--- src/rtl/brick_pkg.sv ---
// Shared definitions for the brick map controller.
// Holds the brick field geometry, the controller state encoding and the
// {row,col} brick index type. No ports.
package brick_pkg;

  // Brick field geometry in pixels
  localparam int unsigned GRID_X0   = 64;
  localparam int unsigned GRID_Y0   = 64;
  localparam int unsigned GRID_COLS = 16;
  localparam int unsigned GRID_ROWS = 8;
  localparam int unsigned BRICK_W   = 32;
  localparam int unsigned BRICK_H   = 16;
  localparam int unsigned FIELD_W   = GRID_COLS * BRICK_W;
  localparam int unsigned FIELD_H   = GRID_ROWS * BRICK_H;

  // Datapath widths
  localparam int unsigned PIX_X_W   = 10;
  localparam int unsigned PIX_Y_W   = 9;
  localparam int unsigned ROW_W     = 3;
  localparam int unsigned COL_W     = 4;
  localparam int unsigned IDX_W     = ROW_W + COL_W;
  localparam int unsigned CNT_W     = 8;
  localparam int unsigned SCORE_W   = 12;

  localparam int unsigned NUM_BRICKS = GRID_COLS * GRID_ROWS;
  localparam int unsigned SCORE_MAX  = (1 << SCORE_W) - 1;

  typedef enum logic [1:0] {
    ST_IDLE   = 2'd0,
    ST_CLEAR  = 2'd1,
    ST_REFILL = 2'd2
  } brick_state_e;

  // 7-bit brick index, row in the upper bits
  typedef struct packed {
    logic [ROW_W-1:0] row;
    logic [COL_W-1:0] col;
  } brick_idx_t;

endpackage

--- src/rtl/brick_addr_decode.sv ---
// Combinational pixel-to-brick decode.
// Ports:
//   pix_x, pix_y  : current render pixel
//   in_field_c    : pixel lies inside the brick field
//   row_c, col_c  : brick row/column covering the pixel (valid when in_field_c)
module brick_addr_decode
  import brick_pkg::*;
(
  input  logic [PIX_X_W-1:0] pix_x,
  input  logic [PIX_Y_W-1:0] pix_y,
  output logic               in_field_c,
  output logic [ROW_W-1:0]   row_c,
  output logic [COL_W-1:0]   col_c
);

  logic [PIX_X_W-1:0] dx;
  logic [PIX_Y_W-1:0] dy;

  always_comb begin
    dx = pix_x - PIX_X_W'(GRID_X0);
    dy = pix_y - PIX_Y_W'(GRID_Y0);

    in_field_c = (pix_x >= PIX_X_W'(GRID_X0)) &&
                 (pix_x <  PIX_X_W'(GRID_X0 + FIELD_W)) &&
                 (pix_y >= PIX_Y_W'(GRID_Y0)) &&
                 (pix_y <  PIX_Y_W'(GRID_Y0 + FIELD_H));

    // Brick dimensions are powers of two, so the offset shifts down to an index
    col_c = COL_W'(dx >> $clog2(BRICK_W));
    row_c = ROW_W'(dy >> $clog2(BRICK_H));
  end

endmodule

--- src/rtl/brick_map_ctrl.sv ---
// Brick field storage and hit/refill controller.
// Ports:
//   clk, rst          : clock, synchronous active-high reset
//   frame_pulse       : end-of-frame strobe; hits and refills are applied here
//   pix_x, pix_y      : render pixel being looked up
//   block_collision   : ball overlaps the brick reported on brick_present
//   reset_game        : refill field and clear score at next frame_pulse
//   brick_present     : live brick covers the pixel from the previous cycle
//   brick_row         : row of that brick
//   bricks_left       : live brick count
//   score             : bricks destroyed since last game reset (saturating)
//   level_clear       : one-cycle pulse when the last brick goes
//   busy              : controller is in CLEAR or REFILL
module brick_map_ctrl
  import brick_pkg::*;
(
  input  logic               clk,
  input  logic               rst,
  input  logic               frame_pulse,
  input  logic [PIX_X_W-1:0] pix_x,
  input  logic [PIX_Y_W-1:0] pix_y,
  input  logic               block_collision,
  input  logic               reset_game,
  output logic               brick_present,
  output logic [ROW_W-1:0]   brick_row,
  output logic [CNT_W-1:0]   bricks_left,
  output logic [SCORE_W-1:0] score,
  output logic               level_clear,
  output logic               busy
);

  logic               in_field_c;
  logic [ROW_W-1:0]   row_c;
  logic [COL_W-1:0]   col_c;

  brick_state_e                         state_q,         state_d;
  logic [GRID_ROWS-1:0][GRID_COLS-1:0]  map_q,           map_d;
  brick_idx_t                           idx_q,           idx_d;
  brick_idx_t                           hit_q,           hit_d;
  logic                                 hit_pending_q,   hit_pending_d;
  logic [ROW_W-1:0]                     refill_row_q,    refill_row_d;
  logic                                 brick_present_q, brick_present_d;
  logic [ROW_W-1:0]                     brick_row_q,     brick_row_d;
  logic [CNT_W-1:0]                     bricks_left_q,   bricks_left_d;
  logic [SCORE_W-1:0]                   score_q,         score_d;
  logic                                 level_clear_q,   level_clear_d;
  logic                                 busy_q,          busy_d;

  brick_addr_decode u_decode (
    .pix_x      (pix_x),
    .pix_y      (pix_y),
    .in_field_c (in_field_c),
    .row_c      (row_c),
    .col_c      (col_c)
  );

  // Next-state, storage update and output computation
  always_comb begin
    state_d         = state_q;
    map_d           = map_q;
    hit_d           = hit_q;
    hit_pending_d   = hit_pending_q;
    refill_row_d    = refill_row_q;
    bricks_left_d   = bricks_left_q;
    score_d         = score_q;
    level_clear_d   = 1'b0;

    // Lookup is pipelined one cycle; index travels with it to line up with block_collision
    brick_present_d = in_field_c && map_q[row_c][col_c] && (state_q != ST_REFILL);
    brick_row_d     = in_field_c ? row_c : '0;
    idx_d.row       = row_c;
    idx_d.col       = col_c;

    case (state_q)
      ST_IDLE: begin
        if (frame_pulse && reset_game) begin
          // Game reset wins over any pending hit
          state_d       = ST_REFILL;
          score_d       = '0;
          hit_pending_d = 1'b0;
          refill_row_d  = '0;
        end else if (frame_pulse && hit_pending_q) begin
          state_d = ST_CLEAR;
        end else if (block_collision && brick_present_q && !hit_pending_q) begin
          // Only the first hit of a frame is kept
          hit_d         = idx_q;
          hit_pending_d = 1'b1;
        end
      end

      ST_CLEAR: begin
        map_d[hit_q.row][hit_q.col] = 1'b0;
        bricks_left_d = bricks_left_q - CNT_W'(1);
        score_d       = (score_q == SCORE_W'(SCORE_MAX)) ? score_q : score_q + SCORE_W'(1);
        hit_pending_d = 1'b0;
        if (bricks_left_q == CNT_W'(1)) begin
          state_d       = ST_REFILL;
          level_clear_d = 1'b1;
          refill_row_d  = '0;
        end else begin
          state_d = ST_IDLE;
        end
      end

      ST_REFILL: begin
        map_d[refill_row_q] = '1;
        refill_row_d        = refill_row_q + ROW_W'(1);
        if (refill_row_q == ROW_W'(GRID_ROWS - 1)) begin
          bricks_left_d = CNT_W'(NUM_BRICKS);
          state_d       = ST_IDLE;
        end
      end

      default: state_d = ST_IDLE;
    endcase

    // busy is registered from the next state so it tracks state_q exactly
    busy_d = (state_d != ST_IDLE);
  end

  // State and output registers
  always_ff @(posedge clk) begin
    if (rst) begin
      state_q         <= ST_IDLE;
      map_q           <= '1;
      idx_q           <= '0;
      hit_q           <= '0;
      hit_pending_q   <= 1'b0;
      refill_row_q    <= '0;
      brick_present_q <= 1'b0;
      brick_row_q     <= '0;
      bricks_left_q   <= CNT_W'(NUM_BRICKS);
      score_q         <= '0;
      level_clear_q   <= 1'b0;
      busy_q          <= 1'b0;
    end else begin
      state_q         <= state_d;
      map_q           <= map_d;
      idx_q           <= idx_d;
      hit_q           <= hit_d;
      hit_pending_q   <= hit_pending_d;
      refill_row_q    <= refill_row_d;
      brick_present_q <= brick_present_d;
      brick_row_q     <= brick_row_d;
      bricks_left_q   <= bricks_left_d;
      score_q         <= score_d;
      level_clear_q   <= level_clear_d;
      busy_q          <= busy_d;
    end
  end

  assign brick_present = brick_present_q;
  assign brick_row     = brick_row_q;
  assign bricks_left   = bricks_left_q;
  assign score         = score_q;
  assign level_clear   = level_clear_q;
  assign busy          = busy_q;

endmodule

--- config.mk ---
export PLATFORM = sky130hd
export DESIGN_NAME = brick_map_ctrl
export DESIGN_NICKNAME = d
export VERILOG_FILES = /design/src/rtl/brick_pkg.sv /design/src/rtl/brick_addr_decode.sv /design/src/rtl/brick_map_ctrl.sv
export SDC_FILE = /design/constraint.sdc
export NUM_CORES = 1
export LEC_CHECK = 0
export ABC_CLOCK_PERIOD_IN_PS = 2780
export CAP_MARGIN = 20
export CORE_AREA = 2 2 119 121
export DETAILED_ROUTE_END_ITERATION = 16
export DIE_AREA = 0 0 121 123
export MAX_ROUTING_LAYER = met4
export PLACE_DENSITY = 0.78
export SETUP_SLACK_MARGIN = 0.3
export SYNTH_ARGS = -nofsm -noshare
export SYNTH_HDL_FRONTEND = slang
export SYNTH_SLANG_ARGS = --single-unit
export TNS_END_PERCENT = 20
--- constraint.sdc ---
create_clock -name clk -period 2.78 [get_ports clk]
set_input_delay 0.695 -clock clk [delete_from_list [all_inputs] [get_ports clk]]
set_output_delay 0.695 -clock clk [all_outputs]
set_load 0.005 [all_outputs]
* After elaboration in Yosys (flattened, before gate mapping)
Index checks and enable logic that the tools add are counted.
** Word-level totals
- Bits in registers :: 174
- Bits of input ports :: 24
- Output and inout port bits :: 26
** Cells by class
- $add $sub $neg :: 5
- Order comparisons :: 12
- Equal/unequal tests :: 12
- Mux-type cells :: 29
- Bitwise operators :: 7
- Reductions and logical operators :: 25
** Operators by type and width (count)
- 128-bit one-hot mux with 2 select lines :: 1
- 128-bit bitwise AND :: 1
- 128-bit inverter :: 1
- 128-bit OR :: 1
- 16-bit demux with 3-bit select :: 2
- 16-bit binary-select mux with 3-bit select :: 1
- 16-bit two-way mux :: 3
- 12-bit two-way mux :: 2
- 12-bit one-hot mux with 2 select lines :: 1
- 8-bit one-hot mux with 2 select lines :: 1
- 12-bit by 1-bit adder with 12-bit output (second input constant) :: 1
- 12-bit == test (second input constant) :: 1
- 1-bit logical AND :: 12
- 3-bit by 4-bit less-than comparator with 1-bit output (second input constant) :: 3
- 10-bit by 7-bit >= comparator with 1-bit output (second input constant) :: 1
- 10-bit less-than comparator (second input constant) :: 1
- 4-bit by 5-bit less-than comparator with 1-bit output (second input constant) :: 2
- 2-bit inequality test (second input constant) :: 5
- 9-bit by 7-bit >= comparator with 1-bit output (second input constant) :: 1
- 9-bit by 8-bit less-than comparator with 1-bit output (second input constant) :: 1
- 3-bit one-hot mux with 3 select lines :: 1
- 3-bit AND reduction :: 3
- 9-bit by 7-bit subtractor with 9-bit output (second input constant) :: 1
- 8-bit by 1-bit == test with 1-bit output (second input constant) :: 1
- other kinds (25) :: 42

* Depth between registers and ports, before layout
- Depth in word-level cells :: 9
- Depth in mapped cells :: 9
- Mapped depth without buffers :: 8

* Modules after synthesis
From an unflattened synthesis, not the netlist that was laid out.
** Second synthesis, totals
- Cell total of the unflattened synthesis :: 803
- Area, all modules :: 7753.7 um2
** By module, submodules not included
- brick_map_ctrl :: instances 1, cells an instance 787, area each 7632.3 um2, sequential area each 3483.3 um2
- brick_addr_decode :: instances 1, cells an instance 16, area each 121.4 um2, sequential area each 0.0 um2

* Worst setup path before layout
OpenSTA, ideal clock, no wires.
- Path type :: input to register
- Start point :: input port pix_y[4]
- End point :: register brick_present_q, in the netlist brick_present
- Library setup time :: 117 ps
- Data arrival time :: 2489 ps
- Data required time :: 2663 ps
- Setup slack :: 174 ps
- Cell stages on the path :: 9
- Path through :: clkbuf_1 > buf_2 > clkbuf_1 > mux4_2 > a22oi_1 > nand3_1 > a21oi_1 > a21oi_1 > a22o_1
** On the way
- Longest elaborated chain between the ends :: 7
- Elaborated cells on any way between the ends :: 11
** RTL lines
- start: declaration :: RTL line brick_map_ctrl.sv:21 : input logic [PIX_Y_W-1:0] pix_y,
- 7-bit subtractor :: RTL line brick_addr_decode.sv:21 : dy = pix_y - PIX_Y_W'(GRID_Y0);
- 16-bit binary-select mux with 3-bit select :: RTL line brick_map_ctrl.sv:69 : brick_present_d = in_field_c && map_q[row_c][col_c] && (state_q != ST_REFILL);
- 16-bit two-way mux (implied by the code) :: RTL line brick_map_ctrl.sv:69
- 1-bit binary-select mux with 4-bit select :: RTL line brick_map_ctrl.sv:69
- 1-bit two-way mux (implied by the code) :: RTL line brick_map_ctrl.sv:69
- 1-bit logical AND * (2 in series) :: RTL line brick_map_ctrl.sv:69
- end signal: assignment :: RTL line brick_map_ctrl.sv:143 : brick_present_q <= brick_present_d;
- end: declaration :: RTL line brick_map_ctrl.sv:42 : logic brick_present_q, brick_present_d;
Every way passes the cells marked *; elsewhere a longest branch is shown, timed or not. The select of a mux whose other input is x is not followed.
A chain may end at the register's enable or synchronous reset.

* Worst setup path in the final report
- Start point :: register bricks_left_q[2], in the netlist bricks_left[2]
- End point :: register refill_row_q[1]
** On the way
- Longest elaborated chain between the ends :: 3
** RTL lines
- start: declaration :: RTL line brick_map_ctrl.sv:44 : logic [CNT_W-1:0] bricks_left_q, bricks_left_d;
- start signal: assignment :: RTL line brick_map_ctrl.sv:132 : bricks_left_q <= CNT_W'(NUM_BRICKS);
- start signal: assignment :: RTL line brick_map_ctrl.sv:145 : bricks_left_q <= bricks_left_d;
- 8-bit by 1-bit == test with 1-bit output :: RTL line brick_map_ctrl.sv:96 : if (bricks_left_q == CNT_W'(1)) begin
- 2-bit inequality test (no line)
- 3-bit AND reduction (no line)
- end signal: assignment :: RTL line brick_map_ctrl.sv:142 : refill_row_q <= refill_row_d;
- end: declaration :: RTL line brick_map_ctrl.sv:41 : logic [ROW_W-1:0] refill_row_q, refill_row_d;
No other way between the ends.

==> run metrics <==
status=finished clean; Post-Synthesis Cells=834; Yosys cell types=54; area delta synth->final=17.2%; endpoint type of the worst setup path=register; mean routed wirelength per cell=20.8 um; clock share of power=45.8%; # fillers=1049; Sum Neg Setup Slack=0 ps; dominant cell type by area after synthesis=dfxtp_1; DR iter-0 viols=508; Synth top cells by count=dfxtp_1 (174), nand2b_1 (140), o22ai_1 (127); Sink Count=174; GP Congestion=0.981; Synth area leaders=dfxtp_1 (45%), nand2b_1 (11%), o22ai_1 (10%); combinational power share=5.9%; Worst VDD drop=0.000529 V; Slew Limit Fails=0; Clock Tree Buf Depth=2; sequential share of power=48.3%; post-route insts no fill=1064; final hold violations=0; Avg Cell Area, Syn=9.36 um^2; asr flop ratio synth=0%; Core ar.=13600 um^2; ys flop type=dfxtp_1; Worst EP required=3130 ps; Layout Skew=8.74 ps; clock insertion delay at the later pin of the skew report=430 ps; Data arrival, critical path=2720 ps; CTS tree=done; Yosys warnings=0; dpl ws=183 ps; standard-cell rows=43; via density per instance=6.31; port buffer count=45; Max-Slew Margin vs Limit=50.1%; DP HPWL=14900 um; share of cells above drive strength 1=12.1%; slowest stage delay, CP=580 ps; Max-Cap Viols=0; worst-margin pin slew=748 ps; CTS clk-pin slew, worst paths=60 ps; vias post-DR=6715; M1 GR Usage=37.6%; CTS Buf Count=17; initial core utilization=57.4%; number of I/O pins=50; final core utilization=67.2%; final wirelength=22200 um; number of synthesized register bits=174; detailed-route DRC error count=0; Top Usage Layer GRT=met2; fmax=423 MHz; worst flop-to-flop path endpoint=refill_row_q[1]; most common cell in the netlist=dfxtp_1; DIE WIDTH=121 um; initial antenna violation count=0; Pleak=3.02 nW; Worst Hold Class=reg -> reg; Synth Cell Area=7810 um^2; hold path start=map_q[91]; NumNets Final=907; FF-to-FF setup slack=410 ps; placed cell area=8560 um^2; routing usage on met3=6.55%; Worst Path Max Fanout=9; Synth Net Count=869; Setup CP Type=reg -> reg; Final setup viols=0; Root Buffer=clkbuf_16; CP bufs+invs=0; Routed Antenna Nets=0; pwr/cell area=570 nW/um^2; Ant. Diodes=0; number of placed instances, taps included=1033; first-pass GRT wire length=34900 um; pin count of the biggest net entering global routing=89; htree depth=4; depth of the worst register-to-register path=5; capture point of the worst path=refill_row_q[1]; Hold WS=474 ps; CP Depth=5; Seq/Total Area, Yosys=44.6%; CP cell instances=or4_4 -> or4b_4 -> a211o_1 -> or2_0 -> a21oi_1; Critical Path Source=bricks_left[2]; Slowest cell on crit path=or4_4; net switching power=1.15 mW; routing usage on met2=52.2%; vias in the first global route=6683; gr usage total=31.8%; total power=5.22 mW; r2r startpoint=bricks_left[2]; Post-synth EDFFs=0; setup repair after global routing missed its margin=false; Period Utilization, post-route=85.1%; post-synth top area share=44.6%; hold_buf cts=0; Post-CTS Resized=0; final worst slack=414 ps; Internal=4.06 mW; nature of the critical path startpoint=register; family with the most delay on the worst path=simple AND/OR/NAND/NOR gates; Setup Fix Bufs, Post-CTS=0; final instance area=9150 um^2; Die Ht=123 um; Tmin final=2370 ps; Die Footprint=14900 um^2; total congestion overflow=0; DRT Pass-1 Iters=6; sw frac=22.1%
==> worst reg2reg max path, delay by kind of cell (launching register included) <==
| family | cells | cell delay (ps) |
|---|---|---|
| simple gates | 3 | 1380 |
| flops | 1 | 370 |
| compound gates | 2 | 540 |
==> layout make-up <==
cell class | instances | area (um^2) | area share [%]
Sequential cell | 174 | 3480 | 38.1
Clock buffer | 23 | 488 | 5.33
Tap cell | 180 | 225 | 2.46
Clock inverter | 8 | 108 | 1.18
Inverter | 13 | 48.8 | 0.533
Timing Repair Buffer | 72 | 703 | 7.68
Multi-Input combinational cell | 594 | 4100 | 44.8
==> routing by layer <==
layer / wire length, um / vias to the layer above
met4: 831 / 0
met2: 10800 / 322
li1: - / 3096
met1: 8750 / 3235
met3: 1800 / 62
met5: 0 / -
==> state kept, by name, summed over array words and instances, names as in the netlist <==
| name | count |
|---|---|
| brick_row | 3 |
| idx_q | 7 |
| score | 12 |
| busy | 1 |
| hit_q | 7 |
| state_q | 2 |
| level_clear | 1 |
| refill_row_q | 3 |
| hit_pending_q | 1 |
| bricks_left | 8 |
| map_q | 128 |
| brick_present | 1 |
==> logic make-up after synthesis <==
kind of cell | count (synthesis) | share of synthesized area [%]
multiplexers | 47 | 10.0
flip-flops | 174 | 44.6
buffers and inverters | 66 | 3.25
adder cells (fa/ha/maj) | 11 | 1.76
AND/OR/NAND/NOR | 341 | 23.9
XOR/XNOR | 14 | 1.57
AO/OA/AOI/OAI | 181 | 14.9
==> power by group through the flow <==
stage               clock [mW]  sequential, mW  combinational (mW)
detailed placement           0            2.57               0.303
global route              2.51            2.52               0.330
finish                    2.39            2.52               0.308
floorplan                    0            2.57               0.193
CTS                       2.41            2.52               0.305
global placement             0            2.57               0.297
==> cells in the final DEF, fill, tap and decap left out, drive strengths merged, types with 9 or more instances in the layout <==
| cell | Yosys | routed |
|---|---|---|
| ha | 11 | 11 |
| nor3 | 18 | 18 |
| a21oi | 15 | 15 |
| dfxtp | 174 | 174 |
| xnor2 | 9 | 9 |
| nand3 | 28 | 28 |
| clkdlybuf4s50 | 0 | 42 |
| nor2 | 47 | 47 |
| o22ai | 127 | 127 |
| inv | 13 | 13 |
| nand2 | 53 | 53 |
| clkbuf | 44 | 23 |
| mux2i | 15 | 15 |
| nor2b | 17 | 17 |
| mux4 | 24 | 24 |
| buf | 9 | 30 |
| nand2b | 140 | 140 |
==> worst min-delay path by stage <==
stage | end | slack, ps | cells past startpoint
after global routing | map_q[103] | 500 | 2
final | map_q[91] | 470 | 2
after detailed placement | map_q[103] | 460 | 2
after global placement | hit_q[5] | 450 | 2
after floorplan | map_q[91] | 440 | 2
after CTS | map_q[62] | 480 | 2
Note: power is estimated with default switching activity, not from simulation.
